## src/rtl/sha256_stream_host.sv

```systemverilog
// rtl/sha256_stream_host.sv - Host-side buffer/streamer/digest collector for a byte-serial SHA-256 core.
// A message is buffered byte-wise, then sent to the core as one gapless burst, and the 32 digest bytes are captured.
module sha256_stream_host #(
    parameter int MAX_BYTES      = 55,
    parameter int TIMEOUT_CYCLES = 1023,
    parameter int DIGEST_BYTES   = 32
) (
    input  logic       clk,
    input  logic       reset_n,
    input  logic [7:0] wr_data,
    input  logic       wr_en,
    input  logic       start,
    input  logic       clear,
    output logic [7:0] core_data,
    output logic       core_valid,
    input  logic [7:0] core_hash,
    input  logic       core_hash_valid,
    input  logic [4:0] rd_addr,
    output logic [7:0] rd_data,
    output logic [5:0] buf_count,
    output logic       busy,
    output logic       done,
    output logic [2:0] err
);
    localparam int TW = $clog2(TIMEOUT_CYCLES + 1);
    localparam logic [5:0]    MAX_CNT  = 6'(MAX_BYTES);
    localparam logic [5:0]    DIG_CNT  = 6'(DIGEST_BYTES);
    localparam logic [TW-1:0] TO_CNT   = TW'(TIMEOUT_CYCLES);
    localparam logic [TW-1:0] TIMER_MAX = '1;

    typedef enum logic [2:0] {IDLE, SEND, WAIT, CAPTURE, DONE} state_t;

    state_t        state_q, state_d;
    logic [7:0]    buf_q [MAX_BYTES];
    logic [7:0]    buf_d [MAX_BYTES];
    logic [7:0]    digest_q [DIGEST_BYTES];
    logic [7:0]    digest_d [DIGEST_BYTES];
    logic [5:0]    buf_count_q, buf_count_d;
    logic [5:0]    send_idx_q, send_idx_d;
    logic [5:0]    dig_idx_q, dig_idx_d;
    logic [TW-1:0] timer_q, timer_d;
    logic [7:0]    core_data_q, core_data_d;
    logic          core_valid_q, core_valid_d;
    logic          busy_q, busy_d;
    logic          done_q, done_d;
    logic [2:0]    err_q, err_d;

    always_comb begin
        state_d      = state_q;
        buf_d        = buf_q;
        digest_d     = digest_q;
        buf_count_d  = buf_count_q;
        send_idx_d   = send_idx_q;
        dig_idx_d    = dig_idx_q;
        timer_d      = timer_q;
        core_data_d  = core_data_q;
        core_valid_d = core_valid_q;
        err_d        = err_q;
        if (clear) begin
            state_d      = IDLE;
            buf_count_d  = '0;
            err_d        = '0;
            core_valid_d = 1'b0;
            core_data_d  = '0;
        end else begin
            case (state_q)
                IDLE, DONE: begin
                    if (wr_en) begin
                        if (buf_count_q < MAX_CNT) begin
                            buf_d[buf_count_q] = wr_data;
                            buf_count_d        = buf_count_q + 6'd1;
                        end else begin
                            err_d[2] = 1'b1;
                        end
                    end
                    // Launch decision uses the pre-write count; a same-cycle write still joins the burst.
                    if (start && buf_count_q != 6'd0) begin
                        err_d[1:0]   = 2'b00;
                        dig_idx_d    = '0;
                        send_idx_d   = 6'd1;
                        core_valid_d = 1'b1;
                        core_data_d  = buf_q[0];
                        state_d      = SEND;
                    end
                end
                SEND: begin
                    if (send_idx_q < buf_count_q) begin
                        core_data_d = buf_q[send_idx_q];
                        send_idx_d  = send_idx_q + 6'd1;
                    end else begin
                        core_valid_d = 1'b0;
                        core_data_d  = '0;
                        timer_d      = '0;
                        state_d      = WAIT;
                    end
                end
                WAIT: begin
                    if (core_hash_valid) begin
                        digest_d[0] = core_hash;
                        dig_idx_d   = 6'd1;
                        state_d     = CAPTURE;
                    end else begin
                        if (timer_q != TIMER_MAX) timer_d = timer_q + 1'b1;
                        if (timer_q + 1'b1 == TO_CNT) begin
                            err_d[0] = 1'b1;
                            state_d  = DONE;
                        end
                    end
                end
                CAPTURE: begin
                    if (core_hash_valid) begin
                        digest_d[dig_idx_q[4:0]] = core_hash;
                        dig_idx_d                = dig_idx_q + 6'd1;
                        if (dig_idx_q + 6'd1 == DIG_CNT) state_d = DONE;
                    end else begin
                        err_d[1] = 1'b1;
                        state_d  = DONE;
                    end
                end
                default: state_d = IDLE;
            endcase
        end
        busy_d = (state_d == SEND) || (state_d == WAIT) || (state_d == CAPTURE);
        done_d = (state_d == DONE);
    end

    always_ff @(posedge clk or negedge reset_n) begin
        if (!reset_n) begin
            state_q      <= IDLE;
            buf_count_q  <= '0;
            send_idx_q   <= '0;
            dig_idx_q    <= '0;
            timer_q      <= '0;
            core_data_q  <= '0;
            core_valid_q <= 1'b0;
            busy_q       <= 1'b0;
            done_q       <= 1'b0;
            err_q        <= '0;
            for (int i = 0; i < DIGEST_BYTES; i++) digest_q[i] <= '0;
        end else begin
            state_q      <= state_d;
            buf_count_q  <= buf_count_d;
            send_idx_q   <= send_idx_d;
            dig_idx_q    <= dig_idx_d;
            timer_q      <= timer_d;
            core_data_q  <= core_data_d;
            core_valid_q <= core_valid_d;
            busy_q       <= busy_d;
            done_q       <= done_d;
            err_q        <= err_d;
            digest_q     <= digest_d;
        end
    end

    // Message storage needs no reset: only entries below buf_count are ever read.
    always_ff @(posedge clk) begin
        buf_q <= buf_d;
    end

    assign core_data  = core_data_q;
    assign core_valid = core_valid_q;
    assign buf_count  = buf_count_q;
    assign busy       = busy_q;
    assign done       = done_q;
    assign err        = err_q;
    assign rd_data    = digest_q[rd_addr];
endmodule
```

## config.mk

```make
export PLATFORM = sky130hd
export DESIGN_NAME = sha256_stream_host
export DESIGN_NICKNAME = d
export VERILOG_FILES = /design/src/rtl/sha256_stream_host.sv
export SDC_FILE = /design/constraint.sdc
export NUM_CORES = 1
export LEC_CHECK = 0
export ABC_CLOCK_PERIOD_IN_PS = 3100
export CAP_MARGIN = 5
export CORE_MARGIN = 1
export CORE_UTILIZATION = 55
export CTS_CLUSTER_SIZE = 14
export DETAILED_ROUTE_END_ITERATION = 10
export PLACE_DENSITY = 0.79
export SYNTH_ARGS = -nofsm -noshare
export SYNTH_HDL_FRONTEND = slang
export SYNTH_SLANG_ARGS = --single-unit
```

## constraint.sdc

```tcl
create_clock -name clk -period 3.1 [get_ports clk]
set_input_delay 0.62 -clock clk [delete_from_list [all_inputs] [get_ports clk]]
set_output_delay 0.62 -clock clk [all_outputs]
set_load 0.01 [all_outputs]
```

# Yosys cells after proc, flatten, opt, wreduce, memory -nomap -nowiden
# Cells that the tools add are included.
# word_totals
elab_cells	226
ff_bits	741
# op_classes
reduce_logical	30
n_eq_ne	24
n_addsub	4
n_mux	56
bitwise	5
magnitude_cmp	8
# ops
operator	n
bitwise mux 440 bit	1
bitwise mux 256 bit	1
two-way mux 256 bit	1
two-way mux 8 bit	10
two-way mux 6 bit	9
binary-select mux 8 bit (select 6 bit)	1
demux 8 bit (select 6 bit)	1
binary-select mux 8 bit (select 5 bit)	1
demux 8 bit (select 5 bit)	1
case mux 8 bit (2 select lines)	2
two-way mux 10 bit	3
two-way mux 3 bit	8
case mux 10 bit (2 select lines)	1
adder 6 x 1 -> 6 bit (second input constant)	3
case mux 6 bit (3 select lines)	1
!= test 2 bit (second input constant)	8
AND reduction 4 bit	4
!= test 3 bit (second input constant)	5
AND reduction 3 bit	5
greater-or-equal comparator 7 bit (second input constant)	2
NOT 6 -> 7 bit	2
== test 3 x 2 -> 1 bit (second input constant)	4
greater-or-equal comparator 6 bit (second input constant)	2
NOT 5 -> 6 bit	2
25 further kinds	49

# Depth between registers and ports, before layout
# Gate-level depths: netlist of run 1.
# depth
ltp_word	9
mapped_depth	10

# Worst setup path after synthesis of run 1
# No wires, ideal clock.
# synth_timing
kind	input to output
startpoint	in rd_addr[0]
endpoint	out rd_data[0]
n_path_buf	2
t_required_ns	2.480
t_arrival_ns	2.401
path_stages	5
path_slack_ns	0.079
cell_sequence	buf_2 buf_2 mux4_2 mux4_2 mux2_2
# synth_via
elab_chain_len	4
# synth_lines
item	line_no	source
start: declaration	18	input logic [4:0] rd_addr,
NOT 5 -> 6 bit (implied by the code)	166	assign rd_data = digest_q[rd_addr];
binary-select mux 8 bit (select 5 bit)	166	
two-way mux 8 bit (implied by the code) (2 in a row)	166	
end: declaration	19	output logic [7:0] rd_data,
# No other way between the ends. The select of a mux whose other input is x is not followed.

# Worst setup path in the final report of run 1
# layout_timing
startpoint	reg digest_q[37] (netlist name)
endpoint	out rd_data[5]
# layout_via
elab_chain_len	3
# layout_lines
item	line_no	source
start: declaration	36	logic [7:0] digest_q [DIGEST_BYTES];
start signal: assignment	151	digest_q <= digest_d;
binary-select mux 8 bit (select 5 bit)	166	
two-way mux 8 bit (implied by the code) (2 in a row)	166	
# No other way between the ends. The select of a mux whose other input is x is not followed.

==> flow_summary.toml, run 1 <==
[floorplanning]
die_y_um = 241
io_pins = 55
dieArea_um2 = 57900
initial_utilization_pct = 55.6
rows = 87
fp.dieW_um = 241
design.core.area_um2 = 56400

[setup_path]
critPathKind = "reg -> out"
required_ns = 2.48
path_buf_inv = 1
path_max_fanout = 2
slowest_delay_ns = 0.53
crit_family = "multiplexers"
crit_path_end_kind = "output pin"
slowest_stage = "mux4_2"
cp_common_cell = "mux4_2"
cp-start-kind = "register"
cp_data_arrival_time_ns = 2.45
path_cells = "mux4_2 -> mux4_2 -> mux2_2 -> buf_2"

[drt]
ant_nets = 0
vias_per_cell = 6.40
drc_errors = 0
wirelength_mm = 75.0
avgRoutedWirePerCell_um = 26.4
vias = 18200
first_pass_iters = 6
drtIter0Drc = 1908

[timing]
drv_slew = 0
fmax_mhz = 326
final-setup-viol-count = 0
fin_crit_ns = 3.07
worst_pin_slew_ns = 1.13
skew_ns = 0.0254
rsz0062_at_grt = "yes"
hold_viol = 0
post-route-period-util_pct = 99.0
relSlewSlack_pct = 23.0

[run]
maxCapViolCount = 0

[clock_tree]
clock_latency_ns = 0.62
cts_made_buffers = 76
cts_tree = "yes"
cts_root_buf = "clkbuf_16"
cts_buffer_depth = 3
clkTransAtPathRegs_ns = 0.05
clock-sinks = 741
cts-htree-levels = 3

[outcome]
status = "complete, no violations"

[synth]
synth_flop_cell = "edfxtp_1"
yosysUniqueCellTypes = 63
async_reset_ff_share_pct = 40.6
synth_compound_area_share_pct = 3.92
synthAdderAreaFrac_pct = 0.559
synth_edf_count = 440
synth_top_family_by_area = "multiplexers"
netlist_area_um2 = 31300
muxShareOfSynthArea_pct = 23.2
synth_nets = 1883
ys_seq_area_share_pct = 66.2
yosysWarnings = 0
netlist_instances = 1842
ys_ff_latch = 741
synth_xor_xnor_area_share_pct = 0.140
syn_area_per_cell_um2 = 17.0
synthSimpleGateAreaFrac_pct = 4.22

[placed_design]
routabilityCongestion = 0.895
hpwlAfterDp_mm = 49.2
dp.cells = 2694
port-buffer-count = 54
postPlaceCellArea_um2 = 33600

[layout]
fin_util_pct = 64.1
area_delta_synth_final_pct = 15.3
diodes = 0
drive_gt1_share_pct = 35.1
final_common_cell = "edfxtp_1"
layout_common_cells = "440 x edfxtp_1, 299 x dfrtp_1, 269 x mux2_2"
instances_no_fill = 2835
final_nets = 2061
stdcell_area_um2 = 36100

[power_and_ir_drop]
power_density_nw_per_um2 = 649
p_leak_nw = 14.0
finalPower_mw = 23.5
vdd_drop_max_mv = 0.548

[global_routing]
gr-total-overflow = 0
grt_pass1_vias = 18500
grt_max_degree = 78
antenna_found_initial = 0
grt_pass1_wl_mm = 115
grt_use_total_pct = 26.8

[hold_path]
hp-class = "reg -> reg"
state kept, by name, indices dropped and copies added, names as in the netlist:
register    cells
timer_q        10
err             3
digest_q      256
busy            1
core_valid      1
core_data       8
state_q         3
send_idx_q      6
buf_count       6
buf_q         440
done            1
dig_idx_q       6
stage by stage:
stage / setup slack [ns] / TNS, ns / hold WS, ns
floorplan: 0.0793 / 0 / 0.324
global placement: -0.359 / -2.79 / 0.471
detailed placement: -0.420 / -3.11 / 0.487
CTS: 0.000462 / 0 / 0.500
global route: -0.0156 / -0.0338 / 0.506
finish: 0.0324 / 0 / 0.503
metal layers:
layer / track usage, % / part of all wire, % / vias to the layer above
li1: - / - / 7594
met1: 36.8 / 39 / 9367
met2: 43.1 / 48 / 988
met3: 4.94 / 8.6 / 207
met4: 9.63 / 3.9 / 0
met5: 0 / 0 / -
timing repair:
| item | 4_1_cts | 5_1_grt |
|---|---|---|
| hold endpoints to repair | 13 | 0 |
| resized for setup | 43 | 8 |
| setup buffers | 1 | 0 |
| setup endpoints to repair | 8 | 8 |
| gates cloned | 0 | 2 |
| hold buffers | 1 | 0 |
worst register-to-register path, stage by stage (launching register included):
cell and delay (ns):
dfrtp_1 0.52, inv_1 0.52, nor2_1 0.12, buf_4 0.22, a2111oi_0 0.97, buf_4 0.24, nand2_1 0.04, o2111ai_1 0.17
nand2_1 0.08
logic make-up after synthesis:
group,Yosys count
XOR/XNOR,5
AND/OR/NAND/NOR,290
buffers and inverters,125
adder cells (fa/ha/maj),14
multiplexers,488
AO/OA/AOI/OAI,179
flip-flops,741
cells in the mapped netlist (7+ instances only):
master    count  area share (%)
mux2_2      276             9.9
inv_1        17            0.20
a21oi_1      28            0.45
a22oi_1      27            0.65
ha_1         14            0.56
mux4_2      163              12
nand2_1      79            0.95
mux2i_1      48             1.5
a211oi_1      7            0.17
dfrtp_1     301              24
o31ai_1       9            0.22
edfxtp_1    440              42
or3_1         7            0.14
a221oi_1     10            0.28
buf_2        38            0.61
o21ai_0      37            0.59
and2_1        7            0.14
nor2_1      100             1.2
nor2b_1      11            0.22
nand4_1       9            0.18
nor3_1       16            0.26
clkbuf_1     58            0.69
nand3_1      39            0.62
a31oi_1       8            0.16
layout make-up:
type	instances	area, µm²
clock buffer	110	2190
timing repair buffer	207	1870
clock inverter	27	240
sequential	741	20800
tap	756	946
fill	3742	20200
inverter	18	67.6
multi-input combinational	976	10100
report_power, final:
part | switching, mW | total [mW] | internal [mW]
clock | 3.71 | 8.89 | 5.18
combinational | 2.06 | 3.69 | 1.63
sequential | 0.222 | 10.9 | 10.7
total | 5.99 | 23.5 | 17.5
path summary, 6_finish.rpt:
kind | from | end | slack [ns] | cells past startpoint
worst max-delay path | digest_q[37]$_DFFE_PN0P_ | rd_data[5] | 0.03 | 4
worst min-delay path | core_data[1]$_DFFE_PN0P_ | core_data[1]$_DFFE_PN0P_ | 0.50 | 2
worst max register to register | send_idx_q[2]$_DFFE_PN0P_ | core_data[5]$_DFFE_PN0P_ | 0.09 | 8
worst min register to register | core_data[1]$_DFFE_PN0P_ | core_data[1]$_DFFE_PN0P_ | 0.50 | 2
max in group asynchronous | reset_n | digest_q[45]$_DFFE_PN0P_ | 1.73 | 3
min in group asynchronous | reset_n | digest_q[219]$_DFFE_PN0P_ | 0.57 | 2
Note: power is estimated with default switching activity, not from simulation.
==> run 2, diff against run 1 <==
Settings changed: RECOVER_POWER set to 100.
==> flow_summary.toml, run 2 (synthesized netlist as in run 1, its figures left out) <==
[outcome]
status = "complete, but fails checks"
violations = "max-capacitance violations, max-slew violations"

[layout]
drive_gt1_share_pct = 33.9
largest_register_ffs = 440
stdcell_area_um2 = 35900
area_delta_synth_final_pct = 14.6
final_common_cell = "edfxtp_1"
largest-register = "buf_q"
nFillCells = 3813
instances_no_fill = 2836
layout_common_cells = "440 x edfxtp_1, 299 x dfrtp_1, 269 x mux2_2"
largestRegisters = "buf_q: 440 flops, digest_q: 256 flops, timer_q: 10 flops"
final_nets = 2061

[drt]
ant_nets = 0
wirelength_mm = 74.8
avgRoutedWirePerCell_um = 26.4
first_pass_iters = 5
vias_per_cell = 6.39
drtIter0Drc = 1855
drc_errors = 0
vias = 18100

[timing]
drv_slew = 504
tns_ns = 0
rsz0062_at_grt = "yes"
fin_crit_ns = 3.08
post-route-period-util_pct = 99.3
skew_ns = 0.0273
hold_viol = 0
worst_pin_slew_ns = 2.70
relSlewSlack_pct = -80.2
fmax_mhz = 325
final-setup-viol-count = 0

[hold_path]
min_from = "core_data[1]$_DFFE_PN0P_"
holdPathStages = 2
hp-class = "reg -> reg"

[setup_path]
r2r_start = "send_idx_q[2]$_DFFE_PN0P_"
r2r_setup_slack_ns = 0.04
required_ns = 2.48
critPathKind = "reg -> out"
cp-start-kind = "register"
r2r_cells = 8
cp_data_arrival_time_ns = 2.46
crit_path_end_kind = "output pin"
path_max_fanout = 2
timing.critical_path.from = "digest_q[34]$_DFFE_PN0P_"

[floorplanning]
dieArea_um2 = 57900
design.core.area_um2 = 56400
initial_utilization_pct = 55.6
rows = 87
die_y_um = 241
io_pins = 55
fp.dieW_um = 241

[power_and_ir_drop]
vdd_drop_max_mv = 0.547
finalPower_mw = 23.4
power_density_nw_per_um2 = 652
p_leak_nw = 14.0

[placed_design]
dp.cells = 2694
hpwlAfterDp_mm = 49.2
routabilityCongestion = 0.895
port-buffer-count = 54
postPlaceCellArea_um2 = 33600

[clock_tree]
cts_made_buffers = 76
cts_root_buf = "clkbuf_16"
cts_buffer_depth = 3
clock-sinks = 741
cts_tree = "yes"
clock_latency_ns = 0.62
cts-htree-levels = 3
clkTransAtPathRegs_ns = 0.06

[global_routing]
grt_pass1_wl_mm = 115
antenna_found_initial = 0
grt_pass1_vias = 18500
grt_max_degree = 78
gr-total-overflow = 0
grt_use_total_pct = 26.8

[run]
maxCapViolCount = 9
[run 2: cell type report]
cell class / instances / area, µm² / share of cell area, %
inverter: 18 / 67.6 / 0.188
clock buffer: 110 / 2190 / 6.11
tap: 756 / 946 / 2.63
antenna: 1 / 2.50 / 0.00697
clock inverter: 27 / 240 / 0.669
multi-input combinational: 976 / 10100 / 28.0
timing repair buffer: 207 / 1650 / 4.59
sequential: 741 / 20800 / 57.8
[run 2: timing repair]
| item | 4_1_cts | 5_1_grt |
|---|---|---|
| endpoints found under the setup margin | 8 | 8 |
| gates cloned | 0 | 2 |
| hold buffers | 1 | 0 |
| pin swaps | 0 | 0 |
| buffers inserted | 1 | 0 |
| endpoints found under the hold margin | 13 | 0 |
| resized for setup | 43 | 8 |
[run 2: worst paths after layout]
check                                            end
hold reg to reg             core_data[1]$_DFFE_PN0P_
setup / recovery                          rd_data[2]
setup reg to reg            core_data[5]$_DFFE_PN0P_
hold / removal              core_data[1]$_DFFE_PN0P_
min in group asynchronous  digest_q[251]$_DFFE_PN0P_
max in group asynchronous   digest_q[13]$_DFFE_PN0P_
[run 2: worst max-delay path: stages, from the launching register on]
cell     delay, ns
dfrtp_1       0.40
mux4_2        0.50
mux4_2        0.53
mux2_4        0.30
buf_6         0.12
[run 2: power breakdown]
part	switching [mW]	internal [mW]
combinational	2.04	1.59
clock	3.72	5.18
sequential	0.218	10.7
total	5.98	17.4
[run 2: through the flow]
stage	setup slack, ns	hold slack, ns	utilization (%)
floorplan	0.0793	0.324	-
global placement	-0.359	0.471	59.6
detailed placement	-0.420	0.487	59.6
CTS	0.000462	0.500	63.9
global route	-0.0156	0.506	63.7
finish	0.0221	0.499	63.7
[run 2: per-layer routing]
metal	share of wire (%)	routed length, µm	track usage (%)
met5	0	0	0
met4	3.7	2790	9.63
met3	8.8	6590	4.94
met2	48	36200	43.1
met1	39	29200	36.8
==> run 3, diff against run 2 <==
Settings changed: CORE_MARGIN 1 to 2, CORE_UTILIZATION 55 to 61, PLACE_DENSITY 0.79 to 0.85.
==> flow_summary.toml, run 3 (synthesized netlist as in run 1, its figures left out) <==
[layout]
layout_common_cells = "440 x edfxtp_1, 299 x dfrtp_1, 265 x mux2_2"
final_nets = 2072
largest_register_ffs = 440
largest-register = "buf_q"
fin_util_pct = 70.3
diodes = 0
largestRegisters = "buf_q: 440 flops, digest_q: 256 flops, timer_q: 10 flops"
drive_gt1_share_pct = 34.3
final_common_cell = "edfxtp_1"
area_delta_synth_final_pct = 14.7

[setup_path]
path_max_fanout = 8
cp_common_cell = "nor3_1"
cp_data_arrival_time_ns = 3.39
cp-start-kind = "register"
path_cells = "ha_1 -> a21oi_1 -> nor3_1 -> or2_2 -> nor3_1 -> nand3_1 -> clkbuf_2 -> nor2_1 -> buf_2"
slowest_stage = "nor3_1"
slowest_delay_ns = 0.50
critPathKind = "reg -> reg"
required_ns = 3.40
crit_path_end_kind = "register"

[clock_tree]
clkTransAtPathRegs_ns = 0.07
cts_tree = "yes"
cts_root_buf = "clkbuf_16"
clock_latency_ns = 0.62
clock-sinks = 741
cts_buffer_depth = 3
cts_made_buffers = 75
cts-htree-levels = 3

[power_and_ir_drop]
finalPower_mw = 23.7
vdd_drop_max_mv = 0.586
power_density_nw_per_um2 = 659
p_leak_nw = 14.0

[placed_design]
routabilityCongestion = 0.955
hpwlAfterDp_mm = 49.3
port-buffer-count = 54

[global_routing]
grt_max_degree = 90
gr-total-overflow = 0
grt_pass1_wl_mm = 119
grt_use_total_pct = 30.0
antenna_found_initial = 0
grt_pass1_vias = 18900

[timing]
relSlewSlack_pct = -81.6
finalHoldWorstSlack_ns = 0.501
skew_ns = 0.0219
fin_crit_ns = 3.09
hold_viol = 0
worst_pin_slew_ns = 2.72
rsz0062_at_grt = "no"
final-setup-viol-count = 0
fmax_mhz = 324
post-route-period-util_pct = 99.7
drv_slew = 518

[floorplanning]
design.core.area_um2 = 51100
die_y_um = 231
rows = 83
io_pins = 55
initial_utilization_pct = 61.3
dieArea_um2 = 53200
fp.dieW_um = 231

[drt]
drtIter0Drc = 2466
drc_errors = 0
avgRoutedWirePerCell_um = 28.0
vias_per_cell = 6.73
wirelength_mm = 77.6
vias = 18600
first_pass_iters = 6
ant_nets = 0

[hold_path]
hp-class = "reg -> reg"

[outcome]
violations = "max-capacitance violations, max-slew violations"
status = "complete, but fails checks"

[run]
maxCapViolCount = 9
-- run 3: power breakdown --
part	internal, mW	switching (mW)	total, mW
combinational	1.61	2.10	3.71
sequential	10.7	0.227	10.9
clock	5.27	3.81	9.08
total	17.5	6.13	23.7
-- run 3: final cells by class --
| cell class | count | area (µm²) |
|---|---|---|
| well taps | 680 | 851 |
| clock buffers | 93 | 2040 |
| fillers | 3028 | 15200 |
| multi-input cells | 976 | 10100 |
| inverters | 18 | 67.6 |
| repair buffers | 219 | 1720 |
| clock inverters | 43 | 430 |
| flip-flops and latches | 741 | 20800 |
-- run 3: worst max-delay path, delay by kind of cell (launching register included) --
kind                       cells  cell delay [ns]
buffers and inverters          2             0.56
DFF                            1             0.48
and+or+nand+nor                5             1.26
AOI/OAI and AO/OA              1             0.19
adders and majority gates      1             0.27
-- run 3: final timing paths --
path | startpoint | endpoint | slack [ns] | depth (start not counted)
max | buf_count[1]$_DFFE_PN0P_ | buf_q[430]$_DFFE_PP_ | 0.009 | 9
min reg2reg | digest_q[207]$_DFFE_PN0P_ | digest_q[207]$_DFFE_PN0P_ | 0.50 | 1
min | digest_q[207]$_DFFE_PN0P_ | digest_q[207]$_DFFE_PN0P_ | 0.50 | 1
max in group asynchronous | reset_n | digest_q[22]$_DFFE_PN0P_ | 0.47 | 3
max reg2reg | buf_count[1]$_DFFE_PN0P_ | buf_q[430]$_DFFE_PP_ | 0.009 | 9
min in group asynchronous | reset_n | err[1]$_DFFE_PN0P_ | 1.06 | 2
-- run 3: what timing repair did --
action	in CTS	in global routing
cloned	2	0
setup endpoints to repair	9	64
hold buffers	1	0
setup buffers	5	2
gates resized for setup	52	8
hold endpoints to repair	63	0
-- run 3: metal layers --
layer | track usage (%) | share of wire [%] | up-vias
met1 | 41.4 | 38 | 9529
li1 | - | - | 7635
met2 | 47.6 | 48 | 1233
met4 | 11.9 | 4.5 | 0
met5 | 0 | 0 | -
met3 | 5.99 | 10 | 243
-- run 3: through the flow --
stage / std cells / setup slack [ns] / setup TNS [ns] / cell area, µm²
6_report: 2770 / 0.00925 / 0 / 35900
3_5_place_dp: 2624 / -0.407 / -10.75 / 33500
3_3_place_gp: 2624 / -0.345 / -2.90 / 33500
5_1_grt: 2770 / 0.00162 / 0 / 35900
2_1_floorplan: 1842 / 0.0793 / 0 / 31300
4_1_cts: 2768 / 0.00147 / 0 / 36100
